<file path="src/rtl/wb_rr_arbiter.sv">
// Round-robin Wishbone classic arbiter: NUM_MASTERS masters share one slave port.
// The grant is held for a master's whole cyc; a silent slave is cut off with err after TIMEOUT cycles.

module wb_rr_arb_port (
  input  logic sel_i,
  input  logic stb_i,
  input  logic ack_i,
  input  logic err_i,
  input  logic to_i,
  output logic ack_o,
  output logic err_o
);
  // A pending timeout overrides whatever the slave reports in that cycle.
  assign ack_o = sel_i & stb_i & ack_i & ~to_i;
  assign err_o = sel_i & (to_i | (stb_i & err_i));
endmodule

module wb_rr_arbiter #(
  parameter  int NUM_MASTERS = 4,
  parameter  int ADDR_WIDTH  = 32,
  parameter  int DATA_WIDTH  = 32,
  parameter  int TIMEOUT     = 255,
  localparam int SEL_WIDTH   = DATA_WIDTH / 8
) (
  input  logic                              sys_clk,
  input  logic                              sys_rst,
  input  logic [NUM_MASTERS-1:0]            m_cyc,
  input  logic [NUM_MASTERS-1:0]            m_stb,
  input  logic [NUM_MASTERS-1:0]            m_we,
  input  logic [NUM_MASTERS*ADDR_WIDTH-1:0] m_adr,
  input  logic [NUM_MASTERS*DATA_WIDTH-1:0] m_dat_w,
  input  logic [NUM_MASTERS*SEL_WIDTH-1:0]  m_sel,
  output logic [NUM_MASTERS-1:0]            m_ack,
  output logic [NUM_MASTERS-1:0]            m_err,
  output logic [DATA_WIDTH-1:0]             m_dat_r,
  output logic                              s_cyc,
  output logic                              s_stb,
  output logic                              s_we,
  output logic [ADDR_WIDTH-1:0]             s_adr,
  output logic [DATA_WIDTH-1:0]             s_dat_w,
  output logic [SEL_WIDTH-1:0]              s_sel,
  input  logic                              s_ack,
  input  logic                              s_err,
  input  logic [DATA_WIDTH-1:0]             s_dat_r,
  output logic [NUM_MASTERS-1:0]            grant,
  output logic                              timeout_pulse,
  output logic [7:0]                        timeout_count
);
  localparam int IW = (NUM_MASTERS > 1) ? $clog2(NUM_MASTERS) : 1;

  typedef enum logic {IDLE, OWN} state_e;

  typedef struct packed {
    logic                  we;
    logic [ADDR_WIDTH-1:0] adr;
    logic [DATA_WIDTH-1:0] dat;
    logic [SEL_WIDTH-1:0]  sel;
  } wb_req_t;

  state_e                 state_q;
  logic [NUM_MASTERS-1:0] grant_q;
  logic [IW-1:0]          gidx_q;
  logic [IW-1:0]          last_q;
  logic [IW-1:0]          win;
  logic [NUM_MASTERS-1:0] win_oh;
  logic                   own;
  logic                   to_pend;
  wb_req_t                req_sel;

  // Scan from the farthest candidate back to last+1 so the nearest requester wins.
  always_comb begin
    int cand;
    cand = 0;
    win  = last_q;
    for (int k = NUM_MASTERS; k >= 1; k--) begin
      cand = int'(last_q) + k;
      if (cand >= NUM_MASTERS) cand = cand - NUM_MASTERS;
      if (m_cyc[IW'(cand)]) win = IW'(cand);
    end
  end

  always_comb begin
    win_oh      = '0;
    win_oh[win] = 1'b1;
  end

  always_ff @(posedge sys_clk or posedge sys_rst) begin
    if (sys_rst) begin
      state_q <= IDLE;
      grant_q <= '0;
      gidx_q  <= '0;
      last_q  <= IW'(NUM_MASTERS - 1);
    end else begin
      case (state_q)
        IDLE: if (|m_cyc) begin
          state_q <= OWN;
          grant_q <= win_oh;
          gidx_q  <= win;
          last_q  <= win;
        end
        OWN: if (!m_cyc[gidx_q]) begin
          state_q <= IDLE;
          grant_q <= '0;
        end
        default: state_q <= IDLE;
      endcase
    end
  end

  assign own = (state_q == OWN);

  always_comb begin
    req_sel = '0;
    if (own) begin
      req_sel.we  = m_we[gidx_q];
      req_sel.adr = m_adr[gidx_q*ADDR_WIDTH +: ADDR_WIDTH];
      req_sel.dat = m_dat_w[gidx_q*DATA_WIDTH +: DATA_WIDTH];
      req_sel.sel = m_sel[gidx_q*SEL_WIDTH +: SEL_WIDTH];
    end
  end

  assign s_cyc   = own & m_cyc[gidx_q];
  assign s_stb   = own & m_stb[gidx_q];
  assign s_we    = req_sel.we;
  assign s_adr   = req_sel.adr;
  assign s_dat_w = req_sel.dat;
  assign s_sel   = req_sel.sel;
  assign m_dat_r = s_dat_r;
  assign grant   = grant_q;

  if (TIMEOUT > 0) begin : g_to
    localparam int TW = $clog2(TIMEOUT + 1);
    logic [TW-1:0] toc_q;
    logic          to_q;
    logic [7:0]    tcnt_q;
    logic          wait_c;
    logic          hit;

    // The err cycle itself never counts as waiting, so the count restarts after it.
    assign wait_c = s_stb & ~s_ack & ~s_err & ~to_q;
    assign hit    = wait_c & s_cyc & (toc_q == TW'(TIMEOUT - 1));

    always_ff @(posedge sys_clk or posedge sys_rst) begin
      if (sys_rst) begin
        toc_q  <= '0;
        to_q   <= 1'b0;
        tcnt_q <= '0;
      end else begin
        to_q  <= hit;
        toc_q <= (wait_c && !hit) ? toc_q + 1'b1 : '0;
        if (hit && tcnt_q != 8'hFF) tcnt_q <= tcnt_q + 8'd1;
      end
    end

    assign to_pend       = to_q;
    assign timeout_count = tcnt_q;
  end else begin : g_no_to
    assign to_pend       = 1'b0;
    assign timeout_count = '0;
  end

  assign timeout_pulse = to_pend;

  for (genvar i = 0; i < NUM_MASTERS; i++) begin : g_port
    wb_rr_arb_port u_port (
      .sel_i (grant_q[i]),
      .stb_i (m_stb[i]),
      .ack_i (s_ack),
      .err_i (s_err),
      .to_i  (to_pend),
      .ack_o (m_ack[i]),
      .err_o (m_err[i])
    );
  end
endmodule

</file>
<file path="config.mk">
export PLATFORM = sky130hd
export DESIGN_NAME = wb_rr_arbiter
export DESIGN_NICKNAME = d
export VERILOG_FILES = /design/src/rtl/wb_rr_arbiter.sv
export SDC_FILE = /design/constraint.sdc
export NUM_CORES = 1
export LEC_CHECK = 0
export CORE_AREA = 10 10 163 165
export CTS_CLUSTER_SIZE = 8
export DETAILED_ROUTE_END_ITERATION = 10
export DIE_AREA = 0 0 173 175
export PLACE_DENSITY = 0.57
export REMOVE_ABC_BUFFERS = 1
export SKIP_LAST_GASP = 1
export SYNTH_ARGS = -nofsm -noshare
export SYNTH_HDL_FRONTEND = slang
export SYNTH_SLANG_ARGS = --single-unit
export TNS_END_PERCENT = 1
</file>
<file path="constraint.sdc">
create_clock -name sys_clk -period 2.7 [get_ports sys_clk]
set_input_delay 0.54 -clock sys_clk [delete_from_list [all_inputs] [get_ports sys_clk]]
set_output_delay 0.54 -clock sys_clk [all_outputs]
set_load 0.005 [all_outputs]
</file>
==> run summary <==
Number of endpoints with negative hold slack in the final report: 0. Once placement finished, the instance area stood at 7890 sq um. For this block, the initial DRC count from the detailed router was 299. The number of pins with negative max-slew slack in the final report is 0, and the starting density of the core is 0.164. After synthesis, the mean cell area works out to 11.2 sq um. The tools report the launch point of the worst hold path as timeout_count[7].

For the final standard cell utilization of the core, the log shows 0.343. The floorplan has 56 rows. The total power after layout is 6.11 mW. The tool flagged a number of max-cap violations equal to 0. The flip-flop and latch count after synthesis is 26. The number of placed I/O pins is 444. The first global-routing pass estimated 44.2 mm of wire. H-tree depth: 1.

The width of the chip is 173 um. The detail route stage leaves a number of antenna-violating nets equal to 0. The signed area change from the synthesized netlist to the final layout is 110%, and the number of detailed-route iterations in the first pass is 6. The instance count along the most critical hold path is 1. Setup repair after global routing could not meet its margin everywhere.

In this run the clock root is driven by a clkbuf_16. For the worst setup path, the data arrival time is 2320 ps. For the remaining max-slew budget at the tightest pin, the log shows 0.708.

The longest individual stage delay on the worst path is 570 ps, and the number of failing setup endpoints in the final timing report is 58. The total wirelength of the detailed-routed design is 33.2 mm, and the area inside the core boundary is 23300 sq um. The via count of the first global-routing pass was 4841. Excluding fillers, the count of instances in the completed layout stands at 1003. The area of the die was 30300 sq um; the share of the clock period used by the worst path was 1.06.

The global-route usage over all layers was 0.210. The capturing element type of the critical path is an output pin. The highest-delay cell along the critical path was mux4_2.

The routed via count is 4353, and the wire length per cell is 33.1 um. The share of cells above drive strength 1 was 0.177. STA classifies the critical path startpoint as a flip-flop. The number of remaining DRC errors came out at 0. Beginning of the worst register-to-register path: own. For this design the static power due to leakage is 2.93 nW. For the final routed database, the setup TNS stands at -5570 ps. On the final layout, the worst clock skew is 4.60 ps. The count of buffers added on input and output ports is 379.

For this run the aggregate overflow at the end of global routing stands at 0. The filler cell count is 2401. The critical path is of the reg2out type. The finished cells cover 7990 sq um.

No sink is reached through more buffers than the 2 on the longest clock path. The slew at the pin with the worst max-slew slack works out to 433 ps. The sink count of the clock tree was 26. At the end of the flow, the number of nets in the layout was 1007. The detailed placer's ending HPWL is 30.0 mm, and the source-to-sink clock delay at the later pin of the worst-skew pair is 260 ps. The most critical setup path has its startpoint at gidx_q[0]. Synthesis produced 339 cells. Summing every instance area after synthesis gives 3810 sq um. The clock edge transition at the registers on the reported setup and hold paths is 70 ps, and the die span in y is 175 um. Traced cell by cell, the critical path runs through buf_12, mux4_2, and2_1, clkdlybuf4s50_1.

The run gives 269 uV as the peak ir drop on the vdd network. The netlist uses 34 different library cells. The flow ran to the end, but the final reports show violations. Leaving out fill and tap cells, the most frequent cells in the layout are clkdlybuf4s50_1 (377), mux4_2 (71), and2_1 (71).

Leaving out fill and tap cells, the most frequent cell in the layout is clkdlybuf4s50_1. Timing would allow up to 0.350 GHz. The mean number of vias per cell was 4.34. Path category of the worst min-delay check: reg2reg. The logs give 3 for the total CTS buffers and 2160 ps for the data required time of the critical path.

The number of antenna violations at the first check in global routing was 4; the post-synthesis sequential area ratio was 0.171. The checks that failed: negative setup slack. The post-placement worst setup slack was -92.1 ps; the final weighted congestion in routability-driven placement was 0.915.

The run gives 45 as the largest net degree at the start of global routing. Dividing total power by cell area gives a power density of 765 nW/um^2. Final worst setup slack: -158 ps. The cell count of the worst reg-to-reg path came out at 5.

Along the worst path, the maximum fanout reaches 8. TritonCTS built the clock tree. The Yosys step of the flow raised 0 warnings.

After layout, the minimum clock period comes to 2860 ps. After detailed placement, the design holds a cell count of 997. For the worst slack on hold paths, the log shows 523 ps.
[kinds of logic after synthesis]
logic type	Yosys count	share of synthesized area
flip-flops	26	0.171
multiplexers	77	0.437
buffers and inverters	71	0.117
AO/OA/AOI/OAI	20	0.0335
XOR/XNOR	10	0.0230
AND/OR/NAND/NOR	132	0.208
adder cells (fa/ha/maj)	3	0.00985
[per-layer routing]
metal	GRT usage	vias up	wire length, um	part of all wire
li1	-	1932	-	-
met1	0.197	2127	10800	0.33
met2	0.358	279	16200	0.49
met3	0.175	11	5830	0.18
met4	0.0219	4	348	0.010
met5	0.00831	-	46	0.0014
[state kept, by name (all words and copies together) (netlist names)]
name / cells
g_to.toc_q: 8
timeout_count: 8
grant: 4
gidx_q: 2
last_q: 2
own: 1
timeout_pulse: 1
[cells in the mapped netlist, drive strengths merged]
library cell  instances  share of area
and2                 71           0.12
mux4                 71           0.42
buf                  53          0.099
dfrtp                24           0.16
clkbuf               15          0.015
nor2                 13          0.013
nand3                10          0.016
xor2                  9          0.021
nand2                 8         0.0085
and3                  7          0.011
nor2b                 7          0.011
a21oi                 6         0.0079
mux2                  6          0.018
o21ai                 6         0.0079
nor3                  5         0.0079
ha                    3         0.0099
inv                   3         0.0030
nand2b                3         0.0049
nand4                 3         0.0049
o21a                  3         0.0059
a32o                  2         0.0053
dfstp                 2          0.014
nor4                  2         0.0049
o2bb2ai               2         0.0046
a21o                  1         0.0020
and4                  1         0.0023
nor4b                 1         0.0039
or2                   1         0.0016
xnor2                 1         0.0023
[final cells by class]
cell class                      instances  area (sq um)  share of cell area
Inverter                                3          11.3             0.00141
Antenna cell                            1          2.50            0.000313
Clock buffer                            4          88.8              0.0111
Tap cell                              319           399              0.0500
Sequential cell                        26           662              0.0829
Multi-Input combinational cell        242          2710               0.339
Timing Repair Buffer                  408          4110               0.515
[where the power goes]
part           internal [mW]  total, mW  switching, mW  leakage [nW]
combinational           3.09       5.12           2.03          2.55
clock                  0.227      0.361          0.134        0.0442
sequential             0.477      0.631          0.155         0.343
total                   3.79       6.11           2.32          2.93
[worst paths after layout]
kind / endpoint / slack [ps]
setup / recovery: s_dat_w[5] / -160
hold / removal: timeout_count[7] / 520
setup reg to reg: timeout_count[6] / 610
hold reg to reg: timeout_count[7] / 520
max in group asynchronous: last_q[0] / 1760
min in group asynchronous: g_to.toc_q[5] / 630
[repair_timing]
action / 4_1_cts / 5_1_grt
hold buffers: 0 / 0
gates resized for setup: 1 / 1
buffers inserted: 1 / 0
setup endpoints to repair: 71 / 73
[critical path, delay by kind of cell, from the launching register on]
| kind | cells | cell delay (ps) |
|---|---|---|
| buffers and inverters | 2 | 710 |
| AND/OR/NAND/NOR | 1 | 200 |
| multiplexers | 1 | 570 |
| flip-flops | 1 | 560 |
(Power assumes the default switching activity.)
